`src/rtl/result_wb_stage.sv`:
```
// Writeback result stage: picks one of NUM_SRC source words and extracts and extends
// load data. The result and its rd tag are held in a valid/ready output register.
module result_wb_stage #(
  parameter int WIDTH    = 32,
  parameter int NUM_SRC  = 4,
  parameter int LOAD_SRC = 1,
  parameter int CNT_W    = 16,
  parameter int SEL_W    = $clog2(NUM_SRC),
  parameter int OFF_W    = $clog2(WIDTH/8)
) (
  input  logic                     clk,
  input  logic                     reset,
  input  logic                     flush,
  input  logic                     in_valid,
  output logic                     in_ready,
  input  logic [SEL_W-1:0]         result_src,
  input  logic [NUM_SRC*WIDTH-1:0] src_data,
  input  logic [2:0]               funct3,
  input  logic [OFF_W-1:0]         byte_off,
  input  logic [4:0]               rd_in,
  input  logic                     reg_write_in,
  output logic                     out_valid,
  input  logic                     out_ready,
  output logic [WIDTH-1:0]         result,
  output logic [4:0]               rd_out,
  output logic                     reg_write_out,
  output logic                     sel_err,
  output logic                     misalign_err,
  output logic [CNT_W-1:0]         retire_count
);

  logic             capture;
  logic             handoff;
  logic             sel_ok;
  logic             is_load;
  logic             load_bad;
  logic             next_wr;
  logic             sel_set;
  logic             mis_set;
  logic [WIDTH-1:0] sel_word;
  logic [WIDTH-1:0] load_word;
  logic [WIDTH-1:0] shifted;
  logic [WIDTH-1:0] load_val;
  logic [WIDTH-1:0] next_result;

  assign in_ready  = !out_valid || out_ready;
  assign capture   = in_valid && in_ready && !flush;
  assign handoff   = out_valid && out_ready && reg_write_out;
  assign load_word = src_data[LOAD_SRC*WIDTH +: WIDTH];
  assign shifted   = load_word >> {byte_off, 3'b000};
  assign is_load   = (result_src == SEL_W'(LOAD_SRC));

  // When NUM_SRC is not a power of two, some select codes match no source.
  always_comb begin
    sel_word = '0;
    sel_ok   = 1'b0;
    for (int i = 0; i < NUM_SRC; i++) begin
      if (result_src == SEL_W'(i)) begin
        sel_word = src_data[i*WIDTH +: WIDTH];
        sel_ok   = 1'b1;
      end
    end
  end

  always_comb begin
    load_val = '0;
    load_bad = 1'b0;
    case (funct3)
      3'b000: begin
        load_val      = {WIDTH{shifted[7]}};
        load_val[7:0] = shifted[7:0];
      end
      3'b100: begin
        load_val[7:0] = shifted[7:0];
      end
      3'b001: begin
        load_val       = {WIDTH{shifted[15]}};
        load_val[15:0] = shifted[15:0];
        load_bad       = byte_off[0];
      end
      3'b101: begin
        load_val[15:0] = shifted[15:0];
        load_bad       = byte_off[0];
      end
      3'b010: begin
        load_val       = {WIDTH{shifted[31]}};
        load_val[31:0] = shifted[31:0];
        load_bad       = |byte_off[1:0];
      end
      3'b110: begin
        load_val[31:0] = shifted[31:0];
        load_bad       = (WIDTH != 64) || (|byte_off[1:0]);
      end
      3'b011: begin
        // the shift amount is zero whenever this code is legal
        load_val = shifted;
        load_bad = (WIDTH != 64) || (|byte_off);
      end
      default: load_bad = 1'b1;
    endcase
  end

  always_comb begin
    next_result = '0;
    next_wr     = 1'b0;
    sel_set     = 1'b0;
    mis_set     = 1'b0;
    if (!sel_ok) begin
      sel_set = 1'b1;
    end else if (is_load) begin
      if (load_bad) begin
        mis_set = 1'b1;
      end else begin
        next_result = load_val;
        next_wr     = reg_write_in;
      end
    end else begin
      next_result = sel_word;
      next_wr     = reg_write_in;
    end
  end

  // The retire counter sees the handshake before flush clears valid.
  always_ff @(posedge clk) begin
    if (reset) begin
      out_valid     <= 1'b0;
      result        <= '0;
      rd_out        <= '0;
      reg_write_out <= 1'b0;
      sel_err       <= 1'b0;
      misalign_err  <= 1'b0;
      retire_count  <= '0;
    end else begin
      if (flush)          out_valid <= 1'b0;
      else if (capture)   out_valid <= 1'b1;
      else if (out_ready) out_valid <= 1'b0;

      if (capture) begin
        result        <= next_result;
        rd_out        <= rd_in;
        reg_write_out <= next_wr;
        if (sel_set) sel_err      <= 1'b1;
        if (mis_set) misalign_err <= 1'b1;
      end

      if (handoff && (retire_count != {CNT_W{1'b1}}))
        retire_count <= retire_count + CNT_W'(1);
    end
  end

endmodule

```
`config.mk`:
```
export PLATFORM = sky130hd
export DESIGN_NAME = result_wb_stage
export DESIGN_NICKNAME = d
export VERILOG_FILES = /design/src/rtl/result_wb_stage.sv
export SDC_FILE = /design/constraint.sdc
export NUM_CORES = 1
export LEC_CHECK = 0
export CORE_UTILIZATION = 44
export CTS_CLUSTER_DIAMETER = 60
export DETAILED_ROUTE_END_ITERATION = 12
export GPL_TIMING_DRIVEN = 0
export PLACE_DENSITY_LB_ADDON = 0.05
export SYNTH_ARGS = -nofsm -noshare
export SYNTH_HDL_FRONTEND = slang
export SYNTH_SLANG_ARGS = --single-unit
```
`constraint.sdc`:
```
create_clock -name clk -period 4.3 [get_ports clk]
set_input_delay 0.86 -clock clk [delete_from_list [all_inputs] [get_ports clk]]
set_output_delay 0.86 -clock clk [all_outputs]
set_load 0.005 [all_outputs]
```
== After elaboration in Yosys (flattened, before gate mapping) ==
Cells that the tools add are included.
Cells by class
  add/subtract/negate cells: 1
  equality and inequality tests: 10
  shift operators: 1
  multiplexer cells: 22
  bitwise gates (word level): 1
  reductions and logical operators: 20
Operator list (count)
  $mux W32: 6
  $pmux W16 S3: 1
  $shr A32 B5 Y32: 1
  $add A16 B1 Y16 const B: 1
  $ne A16 B16 Y1 const B: 1
  $pmux W8 S2: 1
  $mux W1: 12
  $eq A3 B3 Y1 const B: 3
  $mux W8: 1
  $reduce_or A2 Y1: 4
  $reduce_or A7 Y1: 1
  $eq A3 B2 Y1 const B: 2
  $logic_and A1 B1 Y1: 5
  $reduce_or A5 Y1: 1
  $eq A2 B2 Y1 const B: 2
  $reduce_and A2 Y1: 2
  $eq A3 B1 Y1 const B: 1
  $logic_not A3 Y1: 1
  $pmux W1 S3: 1
  $reduce_or A3 Y1: 1
  $eq A2 B1 Y1 const B: 1
  $logic_not A1 Y1: 2
  $logic_not A2 Y1: 1
  $reduce_bool A2 Y1: 1
  2 further kinds: 2
Storage, ports and cells
  flip-flop bits (word level): 57
  input port bits: 146
  output and inout bits: 58

== Logic depth before layout (Yosys ltp) ==
  depth after elaboration: 7
  depth in mapped cells: 7

== Least setup slack after synthesis ==
OpenSTA, ideal clock, no wires.
  kind: input port to flip-flop
  from: in byte_off[1]
  to: reg result[16]
  library setup time: 79 ps
  arrival: 2207 ps
  slack: 2014 ps
  stages: 5
  buffers on the path: 1
  cells stage by stage: or4_4 > a221oi_4 > buf_6 > nor3_1 > a211oi_2
Between the ends
  longest elaborated chain between the ends: 5
  elaborated cells between the ends (all ways): 7
  classes of those cells: shift: 1; mux: 5; reduce/logical: 1
RTL lines
  start: declaration: RTL line 19  | input logic [OFF_W-1:0] byte_off,
  $shr A32 B5 Y32 or $reduce_or A2 Y1 (tied branches): RTL line 50, 88
  $pmux W16 S3 or $pmux W1 S3 (tied branches): RTL line 68  | case (funct3)
  $mux W32 *: RTL line 111  | if (load_bad) begin
  $mux W32 *: RTL line 110  | end else if (is_load) begin
  $mux W32 *: RTL line 108  | if (!sel_ok) begin
  end signal: assignment: RTL line 139  | result <= next_result;
  end: declaration: RTL line 24  | output logic [WIDTH-1:0] result,
Every way passes the cells marked *; elsewhere a longest branch is shown, timed or not.
A chain may end at the register's enable or synchronous reset.

== Final worst setup path ==
  from: in out_ready
  to: out in_ready
Between the ends
  longest elaborated chain between the ends: 1
RTL lines
  start: declaration: RTL line 23  | input logic out_ready,
  $logic_or A1 B1 Y1: RTL line 46  | assign in_ready = !out_valid || out_ready;
  end: declaration: RTL line 15  | output logic in_ready,
Every way passes these cells.

==> metrics.csv <==
metric,value,unit
Global Route Usage Sum,30.23,%
status,completed,
sequential power share,36.0,%
vias in the first global route,4856,
Synth Register Bits,57,
"most used cell, CP",clkdlybuf4s50_1,
combinational power share,27.4,%
largest net degree at the start of global routing,11,
worst skew pair latency,340,ps
Core Footprint,0.008763,sq mm
layout cells sized above 1,6.851,%
Detailed Place HPWL,11420,um
maxcap violations,0,
fillcell total,717,
Starting DRT DRC Count,260,
worst-path cell with the longest stage delay,clkdlybuf4s50_1,
"Cell Area, Synth",0.003993,sq mm
CP Launch Type,primary input,
H-tree levels,3,
Top Usage Layer GRT,met2,
met1 GRT Util,34.30,%
first-pass GRT wire length,23120,um
switching part of the total power,27.64,%
overall die width,97.26,um
clk_skew,8.298,ps
diode count,0,
Pleak,0.002294,uW
critical path type,in2out,
count of pins over their slew limit,0,
IO Port Bufs,200,
# setup viols final,0,
Cells after Synth,470,
Setup Buffers After CTS,0,
Switch Pwr,432.7,uW
"Avg Cell Area, Syn",8.495,sq um
fin nets,828,
grt met2 use,53.09,%
CTS tree,yes,
Ys Warns,0,
setup TNS,0,ps
DR pass1 iterations,5,
Max Freq,309.8,MHz
vias per std cell,6.011,
Post-synth EDFFs,0,
worst hold path type,reg2reg,
Syn-to-layout area delta,59.04,%
CP Buf/Inv Count,4,
PostCTS Resize Cnt,0,
die area,0.009459,sq mm
gr ovfl total,0,
Rows,34,
"Max FO, Critical Path",10,
most frequent cells in the layout,"clkdlybuf4s50_1 (200), mux2i_1 (64), dfxtp_1 (57)",
clk sinks,57,
clock share of power,36.6,%
worst vdd ir,0.1309,mV
count of final hold-check violations,0,
grt met3 use,7.122,%
via count,4773,
Routed wire per std cell,18.08,um
initial antenna violation count,0,
min Tclk post-route,3228,ps
placed instance area,0.006130,sq mm
I/O Pins,204,
post-synthesis async set-or-reset flop share,0,%
Final Wtd Congestion,0.9217,
P_int,1133,uW
DRC Markers,0,
Synth cell types,52,
Worst Path Arrival,2370,ps
Max-Slew Margin vs Limit,37.53,%
final WL,14360,um
Initial Util,45.56,%
Synth Flop Type,dfxtp_1,
clk buf depth,2,
root buf cell,clkbuf_8,
CP cell instances,clkdlybuf4s50_1 > nor2b_1 > clkbuf_1 > inv_1 > clkdlybuf4s50_1,
Slew @ Worst Pin,930.0,ps
Worst EP required,3440,ps
RSZ-0062 raised after global routing,no,
crit end category,output port,
Layout Cell Area excl Fill,0.006350,sq mm
fin crit share,75.07,%
PD cells,246.5,mW/mm^2
Crit path largest cell delay,450,ps
Die Span Y,97.26,um
Worst-path clk slew,70,ps
post-synthesis sequential area ratio,28.58,%
cts bufs inserted,9,
"most common cell after layout, fill and taps aside",clkdlybuf4s50_1,
Crit path max-delay family,buffers and inverters,
CTS Hold Bufs,0,
Syn Nets,617,
post-route ant nets,0,
tightest hold or removal path, stage by stage, from the launching register on:
cell and delay, ps:
dfxtp_1 310, nand2_1 50, a21oi_1 50
cell usage after synthesis, types with 2 or more instances:
master	count	area, sq um
buf_1	3	11.26
nand4_1	4	25.02
and4_1	3	26.28
nor3_1	39	195.2
a211oi_1	18	135.1
buf_2	14	70.07
o211ai_1	2	15.01
a21oi_1	34	170.2
a221oi_1	7	61.31
nand2_1	15	56.30
nor2_1	24	90.09
or4_1	7	52.55
and3_1	3	18.77
dfxtp_1	57	1141
nor4_1	3	18.77
mux2i_1	64	640.6
o311ai_1	7	61.31
nand3b_1	3	22.52
nor2b_1	7	43.79
and2_1	2	12.51
nand2b_1	5	31.28
o31ai_1	7	52.55
or3_1	4	25.02
clkbuf_1	26	97.59
o21ai_0	21	105.1
a211oi_2	10	125.1
nand3_1	9	45.04
inv_1	3	11.26
o21bai_1	7	52.55
o2bb2ai_1	38	332.8
mux2_1	3	33.78
path summary, 6_finish.rpt:
path                            startpoint    endpoint  slack, ps  cells past startpoint
worst min-delay path             rd_out[1]   rd_out[1]        460                      2
worst max register to register   out_valid  result[23]       2210                      6
worst min register to register   rd_out[1]   rd_out[1]        460                      2
worst max-delay path             out_ready    in_ready       1070                      5
metrics by stage:
step / setup WS, ps / utilization [%] / std cells / hold WS (ps) / power, uW
2_1_floorplan: 2014 / - / 470 / 452.7 / 759.5
3_3_place_gp: 1079 / 69.95 / 778 / 441.0 / 989.8
3_5_place_dp: 1090 / 69.95 / 778 / 452.1 / 999.4
4_1_cts: 1080 / 72.46 / 794 / 462.4 / 1568
5_1_grt: 950.4 / 72.46 / 794 / 477.8 / 1631
6_report: 1072 / 72.46 / 794 / 456.8 / 1565
power by group through the flow:
stage               registers (uW)  logic, uW  clock network [uW]
floorplan                      575        184                   0
global placement               574        416                   0
detailed placement             575        425                   0
CTS                            563        426                 579
global route                   566        460                 605
finish                         564        428                 574
flip-flops by register name, summed over array words and instances (netlist names):
| signal | cells |
|---|---|
| reg_write_out | 1 |
| sel_err | 1 |
| result | 32 |
| rd_out | 5 |
| misalign_err | 1 |
| retire_count | 16 |
| out_valid | 1 |
layout make-up:
type,count,area [sq um],share of cell area (%)
repair buffers,200,2002,31.53
clock buffers,11,141.4,2.227
plain buffers,44,190.2,2.995
well taps,108,135.1,2.128
multi-input cells,365,2646,41.67
inverters,4,15.01,0.2365
clock inverters,5,78.83,1.241
flip-flops and latches,57,1141,17.97
routing by layer:
metal | share of wire (%) | up-vias | wire (um)
met3 | 7.8 | 51 | 1118
li1 | - | 2258 | -
met2 | 49 | 243 | 7076
met1 | 39 | 2221 | 5558
met4 | 4.2 | 0 | 605
met5 | 0 | - | 0
cells by family after synthesis:
logic type / count (synthesis) / share of synthesized area (%)
AOI/OAI and AO/OA: 162 / 30.43
adders and majority gates: 1 / 0.3133
buffers and inverters: 48 / 5.139
DFF: 57 / 28.58
muxes: 69 / 17.74
and+or+nand+nor: 133 / 17.80
(Power assumes the default switching activity.)
